`src/rtl/wino_pkg.sv`:
```
// rtl/wino_pkg.sv - shared types and constants for the Winograd tile scheduler
//
// Contents:
//   CNT_W_DEF      default width of block and OD counters
//   PE_LAT         cycles from edge valid to result_valid in the PE array
//   SZ_6X6/SZ_4X4  size-type encodings (1x1 on 6x6 tiles, 3x3 on 4x4 tiles)
//   sched_state_t  scheduler FSM states
package wino_pkg;

    localparam int CNT_W_DEF = 8;
    localparam int PE_LAT    = 4;

    localparam logic SZ_6X6 = 1'b0;
    localparam logic SZ_4X4 = 1'b1;

    typedef enum logic [1:0] {
        IDLE  = 2'd0,
        ISSUE = 2'd1,
        DRAIN = 2'd2,
        DONE  = 2'd3
    } sched_state_t;

endpackage

```
`src/rtl/wino_tile_scheduler_if.sv`:
```
// rtl/wino_tile_scheduler_if.sv - job, buffer-read and PE-edge signals of the tile scheduler
//
// Signals:
//   job control   start_i, cfg_size_type_i, cfg_block_cnt_i, cfg_od_cnt_i
//   array side    stall_i, result_valid_i
//   buffer reads  data_rd_en_o/data_rd_addr_o, weight_rd_en_o/weight_rd_od_o
//   PE edge       data_valid_o/data_addr_o, weight_valid_o/weight_od_o
//   status        size_type_o, block_cnt_o, busy_o, done_o, err_o, result_cnt_o
// Modports:
//   master  the job issuer / array model driving the scheduler
//   slave   the scheduler itself
interface wino_tile_scheduler_if
    import wino_pkg::*;
#(
    parameter int CNT_W = CNT_W_DEF
);

    logic                 start_i;
    logic                 cfg_size_type_i;
    logic [CNT_W-1:0]     cfg_block_cnt_i;
    logic [CNT_W-1:0]     cfg_od_cnt_i;
    logic                 stall_i;
    logic                 result_valid_i;

    logic                 data_rd_en_o;
    logic [CNT_W-1:0]     data_rd_addr_o;
    logic                 weight_rd_en_o;
    logic [CNT_W-1:0]     weight_rd_od_o;
    logic                 data_valid_o;
    logic [CNT_W-1:0]     data_addr_o;
    logic                 weight_valid_o;
    logic [CNT_W-1:0]     weight_od_o;
    logic                 size_type_o;
    logic [CNT_W-1:0]     block_cnt_o;
    logic                 busy_o;
    logic                 done_o;
    logic                 err_o;
    logic [2*CNT_W-1:0]   result_cnt_o;

    modport master (
        output start_i, cfg_size_type_i, cfg_block_cnt_i, cfg_od_cnt_i,
        output stall_i, result_valid_i,
        input  data_rd_en_o, data_rd_addr_o, weight_rd_en_o, weight_rd_od_o,
        input  data_valid_o, data_addr_o, weight_valid_o, weight_od_o,
        input  size_type_o, block_cnt_o, busy_o, done_o, err_o, result_cnt_o
    );

    modport slave (
        input  start_i, cfg_size_type_i, cfg_block_cnt_i, cfg_od_cnt_i,
        input  stall_i, result_valid_i,
        output data_rd_en_o, data_rd_addr_o, weight_rd_en_o, weight_rd_od_o,
        output data_valid_o, data_addr_o, weight_valid_o, weight_od_o,
        output size_type_o, block_cnt_o, busy_o, done_o, err_o, result_cnt_o
    );

endinterface

```
`src/rtl/wino_iter_counter.sv`:
```
// rtl/wino_iter_counter.sv - nested block/OD iteration counter (block inner, OD outer)
//
// Ports:
//   clk, reset      clock, synchronous active-low reset
//   clr             return to (od=0, blk=0)
//   en              advance one point
//   blk_cnt, od_cnt extents of the iteration space (both nonzero while enabled)
//   blk, od         current point
//   last            current point is (od_cnt-1, blk_cnt-1)
module wino_iter_counter
    import wino_pkg::*;
#(
    parameter int CNT_W = CNT_W_DEF
) (
    input  logic             clk,
    input  logic             reset,
    input  logic             clr,
    input  logic             en,
    input  logic [CNT_W-1:0] blk_cnt,
    input  logic [CNT_W-1:0] od_cnt,
    output logic [CNT_W-1:0] blk,
    output logic [CNT_W-1:0] od,
    output logic             last
);

    logic blk_last;
    logic od_last;

    assign blk_last = (blk == blk_cnt - CNT_W'(1));
    assign od_last  = (od == od_cnt - CNT_W'(1));
    assign last     = blk_last && od_last;

    always_ff @(posedge clk) begin
        if (!reset || clr) begin
            blk <= '0;
            od  <= '0;
        end else if (en) begin
            if (blk_last) begin
                blk <= '0;
                od  <= od_last ? '0 : od + CNT_W'(1);
            end else begin
                blk <= blk + CNT_W'(1);
            end
        end
    end

endmodule

```
`src/rtl/wino_tile_scheduler.sv`:
```
// rtl/wino_tile_scheduler.sv - job-level sequencer for the Winograd PE array
//
// Ports:
//   clk    clock
//   reset  synchronous active-low reset
//   bus    wino_tile_scheduler_if.slave: job config/start, stall and result
//          pulses in; buffer read strobes, PE edge valids/indices and job
//          status out
// Parameters:
//   CNT_W          width of block and OD counters
//   DRAIN_TIMEOUT  idle DRAIN cycles without a result before err_o
module wino_tile_scheduler
    import wino_pkg::*;
#(
    parameter int CNT_W         = CNT_W_DEF,
    parameter int DRAIN_TIMEOUT = 64
) (
    input  logic                  clk,
    input  logic                  reset,
    wino_tile_scheduler_if.slave  bus
);

    localparam int CW2    = 2 * CNT_W;
    localparam int IDLE_W = $clog2(DRAIN_TIMEOUT + 1);

    sched_state_t       state;
    logic               size_type_q;
    logic [CNT_W-1:0]   block_cnt_q;
    logic [CNT_W-1:0]   od_cnt_q;
    logic [CW2-1:0]     result_cnt_q;
    logic [IDLE_W-1:0]  idle_cnt;
    logic               err_q;
    logic               done_q;
    logic               busy_q;

    logic               edge_valid_q;
    logic [CNT_W-1:0]   edge_addr_q;
    logic [CNT_W-1:0]   edge_od_q;

    logic [CNT_W-1:0]   blk;
    logic [CNT_W-1:0]   od;
    logic               iter_last;

    logic               issue;
    logic               accept;
    logic               counting;
    logic               result_hit;
    logic [CW2-1:0]     result_cnt_nx;
    logic [CW2-1:0]     job_total;

    // A read goes out on every unstalled ISSUE cycle; stall acts immediately
    // so no read is wasted while the array is back-pressured.
    assign issue      = (state == ISSUE) && !bus.stall_i;
    assign accept     = (state == IDLE) && bus.start_i &&
                        (bus.cfg_block_cnt_i != '0) && (bus.cfg_od_cnt_i != '0);
    assign counting   = (state == ISSUE) || (state == DRAIN);
    assign result_hit = counting && bus.result_valid_i;

    // The drain exit compares against the count including this cycle's pulse,
    // so the job ends on the edge that samples its final result.
    assign result_cnt_nx = result_cnt_q + CW2'(result_hit);
    assign job_total     = CW2'(block_cnt_q) * CW2'(od_cnt_q);

    wino_iter_counter #(
        .CNT_W (CNT_W)
    ) u_iter (
        .clk     (clk),
        .reset   (reset),
        .clr     (accept),
        .en      (issue),
        .blk_cnt (block_cnt_q),
        .od_cnt  (od_cnt_q),
        .blk     (blk),
        .od      (od),
        .last    (iter_last)
    );

    always_ff @(posedge clk) begin
        if (!reset) begin
            state        <= IDLE;
            size_type_q  <= SZ_6X6;
            block_cnt_q  <= '0;
            od_cnt_q     <= '0;
            result_cnt_q <= '0;
            idle_cnt     <= '0;
            err_q        <= 1'b0;
            done_q       <= 1'b0;
            busy_q       <= 1'b0;
            edge_valid_q <= 1'b0;
            edge_addr_q  <= '0;
            edge_od_q    <= '0;
        end else begin
            done_q <= 1'b0;

            if (result_hit) begin
                result_cnt_q <= result_cnt_nx;
            end

            case (state)
                IDLE: begin
                    if (accept) begin
                        size_type_q  <= bus.cfg_size_type_i;
                        block_cnt_q  <= bus.cfg_block_cnt_i;
                        od_cnt_q     <= bus.cfg_od_cnt_i;
                        result_cnt_q <= '0;
                        err_q        <= 1'b0;
                        busy_q       <= 1'b1;
                        state        <= ISSUE;
                    end else if (bus.start_i) begin
                        // Empty job: finish immediately, leave status untouched.
                        done_q <= 1'b1;
                        state  <= DONE;
                    end
                end

                ISSUE: begin
                    idle_cnt <= '0;
                    if (issue && iter_last) begin
                        state <= DRAIN;
                    end
                end

                DRAIN: begin
                    if (result_cnt_nx == job_total) begin
                        done_q <= 1'b1;
                        busy_q <= 1'b0;
                        state  <= DONE;
                    end else if (bus.result_valid_i) begin
                        idle_cnt <= '0;
                    end else if (idle_cnt == IDLE_W'(DRAIN_TIMEOUT - 1)) begin
                        err_q  <= 1'b1;
                        done_q <= 1'b1;
                        busy_q <= 1'b0;
                        state  <= DONE;
                    end else begin
                        idle_cnt <= idle_cnt + IDLE_W'(1);
                    end
                end

                DONE: begin
                    size_type_q <= SZ_6X6;
                    block_cnt_q <= '0;
                    od_cnt_q    <= '0;
                    state       <= IDLE;
                end

                default: begin
                    state <= IDLE;
                end
            endcase

            // Tile buffers answer one cycle after the read; the edge stage
            // carries the indices alongside so valid and data line up.
            edge_valid_q <= issue;
            edge_addr_q  <= issue ? blk : '0;
            edge_od_q    <= issue ? od  : '0;
        end
    end

    assign bus.data_rd_en_o   = issue;
    assign bus.data_rd_addr_o = issue ? blk : '0;
    assign bus.weight_rd_en_o = issue;
    assign bus.weight_rd_od_o = issue ? od : '0;

    assign bus.data_valid_o   = edge_valid_q;
    assign bus.data_addr_o    = edge_addr_q;
    assign bus.weight_valid_o = edge_valid_q;
    assign bus.weight_od_o    = edge_od_q;

    assign bus.size_type_o    = size_type_q;
    assign bus.block_cnt_o    = block_cnt_q;
    assign bus.busy_o         = busy_q;
    assign bus.done_o         = done_q;
    assign bus.err_o          = err_q;
    assign bus.result_cnt_o   = result_cnt_q;

endmodule

```
`src/flat_wrapper.sv`:
```
// flat-port wrapper written by rule: the top's interface ports become plain ports
module wino_tile_scheduler_flat import wino_pkg::*;
#(
    parameter int CNT_W         = CNT_W_DEF,
    parameter int DRAIN_TIMEOUT = 64
)
  (clk, reset, bus_start_i, bus_cfg_size_type_i, bus_cfg_block_cnt_i, bus_cfg_od_cnt_i, bus_stall_i, bus_result_valid_i, bus_data_rd_en_o, bus_data_rd_addr_o, bus_weight_rd_en_o, bus_weight_rd_od_o, bus_data_valid_o, bus_data_addr_o, bus_weight_valid_o, bus_weight_od_o, bus_size_type_o, bus_block_cnt_o, bus_busy_o, bus_done_o, bus_err_o, bus_result_cnt_o);
  wino_tile_scheduler_if #(.CNT_W(CNT_W)) bus_i ();
  input  logic clk;
  input  logic reset;
  input wire logic [$bits(bus_i.start_i)-1:0] bus_start_i;
  input wire logic [$bits(bus_i.cfg_size_type_i)-1:0] bus_cfg_size_type_i;
  input wire logic [$bits(bus_i.cfg_block_cnt_i)-1:0] bus_cfg_block_cnt_i;
  input wire logic [$bits(bus_i.cfg_od_cnt_i)-1:0] bus_cfg_od_cnt_i;
  input wire logic [$bits(bus_i.stall_i)-1:0] bus_stall_i;
  input wire logic [$bits(bus_i.result_valid_i)-1:0] bus_result_valid_i;
  output wire logic [$bits(bus_i.data_rd_en_o)-1:0] bus_data_rd_en_o;
  output wire logic [$bits(bus_i.data_rd_addr_o)-1:0] bus_data_rd_addr_o;
  output wire logic [$bits(bus_i.weight_rd_en_o)-1:0] bus_weight_rd_en_o;
  output wire logic [$bits(bus_i.weight_rd_od_o)-1:0] bus_weight_rd_od_o;
  output wire logic [$bits(bus_i.data_valid_o)-1:0] bus_data_valid_o;
  output wire logic [$bits(bus_i.data_addr_o)-1:0] bus_data_addr_o;
  output wire logic [$bits(bus_i.weight_valid_o)-1:0] bus_weight_valid_o;
  output wire logic [$bits(bus_i.weight_od_o)-1:0] bus_weight_od_o;
  output wire logic [$bits(bus_i.size_type_o)-1:0] bus_size_type_o;
  output wire logic [$bits(bus_i.block_cnt_o)-1:0] bus_block_cnt_o;
  output wire logic [$bits(bus_i.busy_o)-1:0] bus_busy_o;
  output wire logic [$bits(bus_i.done_o)-1:0] bus_done_o;
  output wire logic [$bits(bus_i.err_o)-1:0] bus_err_o;
  output wire logic [$bits(bus_i.result_cnt_o)-1:0] bus_result_cnt_o;
  assign bus_i.start_i = bus_start_i;
  assign bus_i.cfg_size_type_i = bus_cfg_size_type_i;
  assign bus_i.cfg_block_cnt_i = bus_cfg_block_cnt_i;
  assign bus_i.cfg_od_cnt_i = bus_cfg_od_cnt_i;
  assign bus_i.stall_i = bus_stall_i;
  assign bus_i.result_valid_i = bus_result_valid_i;
  assign bus_data_rd_en_o = bus_i.data_rd_en_o;
  assign bus_data_rd_addr_o = bus_i.data_rd_addr_o;
  assign bus_weight_rd_en_o = bus_i.weight_rd_en_o;
  assign bus_weight_rd_od_o = bus_i.weight_rd_od_o;
  assign bus_data_valid_o = bus_i.data_valid_o;
  assign bus_data_addr_o = bus_i.data_addr_o;
  assign bus_weight_valid_o = bus_i.weight_valid_o;
  assign bus_weight_od_o = bus_i.weight_od_o;
  assign bus_size_type_o = bus_i.size_type_o;
  assign bus_block_cnt_o = bus_i.block_cnt_o;
  assign bus_busy_o = bus_i.busy_o;
  assign bus_done_o = bus_i.done_o;
  assign bus_err_o = bus_i.err_o;
  assign bus_result_cnt_o = bus_i.result_cnt_o;
  wino_tile_scheduler #(.CNT_W(CNT_W), .DRAIN_TIMEOUT(DRAIN_TIMEOUT)) u_core (.clk(clk), .reset(reset), .bus(bus_i));
endmodule
```
`config.mk`:
```
export PLATFORM = sky130hd
export DESIGN_NAME = wino_tile_scheduler_flat
export DESIGN_NICKNAME = d
export VERILOG_FILES = /design/src/rtl/wino_pkg.sv /design/src/rtl/wino_tile_scheduler_if.sv /design/src/rtl/wino_iter_counter.sv /design/src/rtl/wino_tile_scheduler.sv /design/src/flat_wrapper.sv
export SDC_FILE = /design/constraint.sdc
export NUM_CORES = 1
export LEC_CHECK = 0
export BUFFER_PORTS_ARGS = -buffer_cell sky130_fd_sc_hd__buf_2
export CORE_UTILIZATION = 63
export CTS_CLUSTER_DIAMETER = 40
export CTS_CLUSTER_SIZE = 20
export DETAILED_ROUTE_END_ITERATION = 6
export GPL_ROUTABILITY_DRIVEN = 0
export GPL_TIMING_DRIVEN = 1
export PLACE_DENSITY = 0.95
export SYNTH_ARGS = -nofsm -noshare
export SYNTH_HDL_FRONTEND = slang
export SYNTH_SLANG_ARGS = --single-unit
```
`constraint.sdc`:
```
create_clock -name clk -period 8.9 [get_ports clk]
set_input_delay 0.445 -clock clk [delete_from_list [all_inputs] [get_ports clk]]
set_output_delay 0.445 -clock clk [all_outputs]
set_load 0.02 [all_outputs]
```
Word-level counts from Yosys, hierarchy flattened --
Cells that the tools add are included.
Operators by class: multipliers 1, equal/unequal tests 16, mux-type cells 40, reductions and logical operators 23, add/sub/neg operators 6
Operator list (number):
- 16-bit 2-to-1 mux | 3
- 8-bit 2-to-1 mux | 6
- 8-bit case mux with 2 select lines | 2
- 7-bit 2-to-1 mux | 3
- 16-bit by 1-bit adder with 16-bit output | 1
- 8-bit by 1-bit adder with 8-bit output, second input constant | 2
- 16-bit == test | 1
- 8-bit == test | 2
- 8-bit by 8-bit multiplier with 16-bit output | 1
- 8-bit nonzero test | 2
- 8-bit by 1-bit subtractor with 8-bit output, second input constant | 2
- 1-bit 2-to-1 mux | 14
- 7-bit case mux with 2 select lines | 1
- 2-bit 2-to-1 mux | 6
- 3-bit != test, second input constant | 4
- 2-bit != test, second input constant | 5
- 1-bit case mux with 2 select lines | 4
- 2-bit case mux with 4 select lines | 1
- 4-bit AND reduction | 2
- 7-bit by 1-bit adder with 7-bit output, second input constant | 1
- 7-bit by 6-bit == test with 1-bit output, second input constant | 1
- 1-bit logical AND | 7
- 2-bit nonzero test | 3
- 5-bit AND reduction | 1
- other kinds (7) | 11
Storage, ports and cells: register bits after elaboration 78, word-level logic and storage cells 100, output and inout port bits 64, input port bits 22

Depth between registers and ports, before layout --
word-level depth 7, depth in mapped cells 21, gate-level depth less buffers 18

By module --
Synthesis repeated with hierarchy kept, for this count alone.
Unflattened totals: cell total of the unflattened synthesis 751, area, all modules 6413.7 um2
By module, submodules not included:
- wino_tile_scheduler | area an instance 5082.4 um2, seq. area each 1241.2 um2, cells each 588, times used 1
- wino_iter_counter | area an instance 1331.3 um2, seq. area each 320.3 um2, cells each 163, times used 1

Worst setup path before layout --
OpenSTA, ideal clock, no wires.
kind register to register, start register u_core.block_cnt_q[0], in the netlist u_core.bus.block_cnt_o[0], end register u_core.state[0], clock period less this slack 5609 ps, slack 3291 ps, setup time 86 ps, path buffers 2, stages on the path, launching flop included 19, data required time 8814 ps, arrival time 5523 ps, cells stage by stage dfxtp_1 clkbuf_1 nand2_1 fa_1 fa_1 fa_1 fa_1 inv_1 ha_1 a21o_1 a221o_1 a221oi_2 xnor3_1 nor4_1 and4_1 a21o_1 buf_6 o211ai_4 a221oi_2
On the way: cells in the longest elaborated chain, start to end 6, elaborated cells on any way between the ends 12, classes of those cells add/sub: 1; mul: 1; eq/ne: 5; mux: 2; reduce/logical: 3
RTL lines:
- start: declaration | line wino_tile_scheduler.sv:28 | logic [CNT_W-1:0] block_cnt_q;
- start signal: assignment | line wino_tile_scheduler.sv:103 | block_cnt_q <= bus.cfg_block_cnt_i;
- parallel branches: the longest is 6 deep, another holds 8-bit by 8-bit multiplier with 16-bit output
- end signal: assignment | line wino_tile_scheduler.sv:119 | state <= DRAIN;
- end signal: assignment | line wino_tile_scheduler.sv:127 | state <= DONE;
- end signal: assignment | line wino_tile_scheduler.sv:134 | state <= DONE;
- end: declaration | line wino_tile_scheduler.sv:26 | sched_state_t state;
Several ways; the timed one is not identified. A chain may end at the register's enable or synchronous reset.

Worst setup path after layout --
start register u_core.block_cnt_q[2], in the netlist u_core.bus.block_cnt_o[2], end register u_core.state[0]
Same word-level chain as after synthesis.

==> results.cfg <==
[synthesis]
synth-compound-area-share_pct = 9.87
synth_xor_area_share_pct = 12.3
yosysUniqueCellTypes = 52
yosys.area_share.simple_pct = 24.7
ys_warn_count = 0
avgSynthCellArea_sq_um = 8.33
syn-cell-area_sq_um = 6180
netlist_instances = 742
seq_area_frac_synth_pct = 25.3
synth_fa_ha_area_share_pct = 21.2
ys.flop_type = dfxtp_1
synth_edf_count = 0
synth_top_family_by_area = simple AND/OR/NAND/NOR gates
synthArstFlopShare_pct = 0
synth_mux_area_share_pct = 0.162
ys_ff_latch = 78
syn_nets = 847

[placement]
port_buffers = 85
dp.cells = 919
placed_area_sq_um = 6610
dp_hpwl_microns = 11600

[critical_path]
critPathTopFamily = adder cells
crit_arrival_ns = 6.32
worstSetupPathType = flop to flop
r2r_cells = 16
path_max_fanout = 16
worst-path-stages = 16
cp_slowest_cell = dfxtp_1
crit_chain = nand2_1 > fa_1 > fa_1 > fa_1 > fa_1 > inv_1 > ha_1 > a21o_1 > a221o_1 > a221oi_2 > xnor3_1 > nor4_1 > and4_1 > a21o_1 > o211ai_4 > a221oi_2
crit_buf_inv = 1
path_common_cell = fa_1
cp.required_ns = 9.18
cp_slowest_stage_delay_ns = 0.68
worst_setup_path_start_kind = flop
end_kind = flop

[sta]
min_period_ns = 6.04
maxSlewHeadroom_pct = 21.4
drv_slew = 0
tns_ns = 0
rsz0062_at_grt = no
fin_crit_sh_pct = 67.9
final-setup-viol-count = 0
tightest_slew_ns = 1.17
finClkSkew_ns = 0.0125
hold_viol_final = 0
fmax_ghz = 0.166

[route]
routed_wl_microns = 15500
wl_per_cell_microns = 16.6
ant_nets = 0
drtIter0Drc = 334
drcViolationCount = 0
dr.pass1.iters = 5
avgViaCountPerCell = 6.04
vias = 5644

[run_status]
run_status = finished, final reports clean

[clock_tree]
cts_max_level = 3
clock-root-buffer = clkbuf_8
worstSkewPairLatency_ns = 0.38
cts.clk_slew.worst_paths_ns = 0.09
ctsResizeCount = 0
clockBufferDepth = 2
cts_sinks = 78
cts_tree = done
hold_buffers = 0
post-cts-setup-buffer-count = 0
numCtsBuffers = 9

[power_and_ir_drop]
powerDensity_nw_per_um2 = 175
power.total_mw = 1.20
irDropWorstVdd_v = 0.000147
leakage_nw = 3.25

[grt]
grt_pass1_wl_microns = 25600
antenna_found_initial = 0
gr-usage-all-layers_pct = 32.0
first_global_vias = 5533
overflow = 0
grt_max_degree = 41

[floorplan]
fp.coreArea_sq_um = 9370
fp.dieW_microns = 101
die-area_sq_um = 10200
fp-row-count = 35
start_util_pct = 66.0
fp.dieH_microns = 101
io_pins = 86

[finish]
fin_nets = 906
final_cell_mix = buf_2 (85), dfxtp_1 (78), nand2_1 (75)
drive_gt1_share_pct = 13.4
design_area_sq_um = 6840
final_cells = 935
syn_to_final_growth_pct = 10.6
diodes = 0
post-route-util_pct = 73.0
fillers = 688
mostFrequentLayoutCell = buf_2

[min_path]
hp-class = input pin to flop
whs_path_depth = 3

[job]
maxCapViolations = 0
## cells in the mapped netlist (2+ instances only)
cell type | count | share of area [%]
nand3_1 | 27 | 2.2
nor3b_1 | 2 | 0.24
dfxtp_1 | 78 | 25
a31oi_1 | 4 | 0.40
a32oi_1 | 2 | 0.28
a21o_1 | 5 | 0.61
fa_1 | 36 | 12
ha_1 | 47 | 9.5
xnor3_1 | 3 | 1.1
xnor2_1 | 44 | 6.2
a211oi_1 | 2 | 0.24
nor2b_1 | 2 | 0.20
nor4_1 | 10 | 1.0
and2_1 | 48 | 4.9
and4_1 | 3 | 0.43
or3_1 | 3 | 0.30
buf_4 | 2 | 0.24
nand2_1 | 75 | 4.6
o21a_1 | 2 | 0.24
o22ai_1 | 3 | 0.30
nor2_1 | 72 | 4.4
o21ai_0 | 16 | 1.3
nand2b_1 | 4 | 0.40
clkbuf_1 | 34 | 2.1
o31ai_1 | 2 | 0.24
buf_6 | 2 | 0.36
o211ai_1 | 2 | 0.24
and3_1 | 29 | 2.9
inv_1 | 64 | 3.9
xor2_1 | 35 | 5.0
a21oi_1 | 21 | 1.7
nand3b_1 | 3 | 0.36
a221oi_2 | 2 | 0.49
nand4_1 | 11 | 1.1
a22oi_1 | 18 | 2.2
nor3_1 | 13 | 1.1
## final timing paths
kind / startpoint / end / slack, ns
worst max-delay path: u_core.bus.block_cnt_o[2] / u_core.state[0] / 2.86
worst min-delay path: bus_cfg_size_type_i / u_core.bus.size_type_o / 0.31
worst max register to register: u_core.bus.block_cnt_o[2] / u_core.state[0] / 2.86
worst min register to register: u_core.idle_cnt[6] / u_core.idle_cnt[6] / 0.46
## logic make-up (layout without fill, tap and decap cells)
kind of cell,after synthesis,in the layout
buffers and inverters,102,166
muxes,1,1
DFF,78,78
adders and majority gates,83,83
AOI/OAI and AO/OA,89,89
and+or+nand+nor,307,307
xor gates and xnor gates,82,82
## metal layers
layer | vias up | wire length [microns] | GRT usage, %
met1 | 2623 | 5770 | 36.5
met3 | 78 | 1400 | 7.42
met2 | 349 | 7600 | 55.6
met4 | 0 | 728 | 16.9
met5 | - | 0 | 0
li1 | 2594 | - | -
## state kept, by name, indices dropped and copies added, names as in the netlist, 2 cells and up
register,cells
u_core.bus.weight_od_o,8
u_core.idle_cnt,7
u_core.bus.result_cnt_o,16
u_core.bus.data_addr_o,8
u_core.u_iter.blk,8
u_core.bus.block_cnt_o,8
u_core.od_cnt_q,8
u_core.u_iter.od,8
u_core.state,2
## per-stage QoR
stage	setup WS, ns	hold WS (ns)
2_1_floorplan	3.29	0.430
3_3_place_gp	3.17	0.441
3_5_place_dp	3.01	0.441
4_1_cts	2.95	0.321
5_1_grt	2.59	0.364
6_report	2.86	0.314
## worst min-delay path: stages
cell and delay (ns):
buf_2 0.08, a22oi_1 0.06, nor2_1 0.07
## power breakdown
| part | internal (mW) | switching [mW] | total, mW |
|---|---|---|---|
| clock | 0.162 | 0.151 | 0.314 |
| combinational | 0.173 | 0.282 | 0.455 |
| sequential | 0.374 | 0.0574 | 0.431 |
## final cells by class
| type | instances | area [sq um] | share of cell area [%] |
|---|---|---|---|
| Sequential cell | 78 | 1560 | 22.8 |
| Tap cell | 129 | 161 | 2.36 |
| Multi-Input combinational cell | 562 | 4220 | 61.7 |
| Inverter | 64 | 240 | 3.51 |
| Clock buffer | 9 | 124 | 1.81 |
| Clock inverter | 7 | 103 | 1.50 |
| Timing Repair Buffer | 86 | 433 | 6.33 |
(Power assumes the default switching activity.)
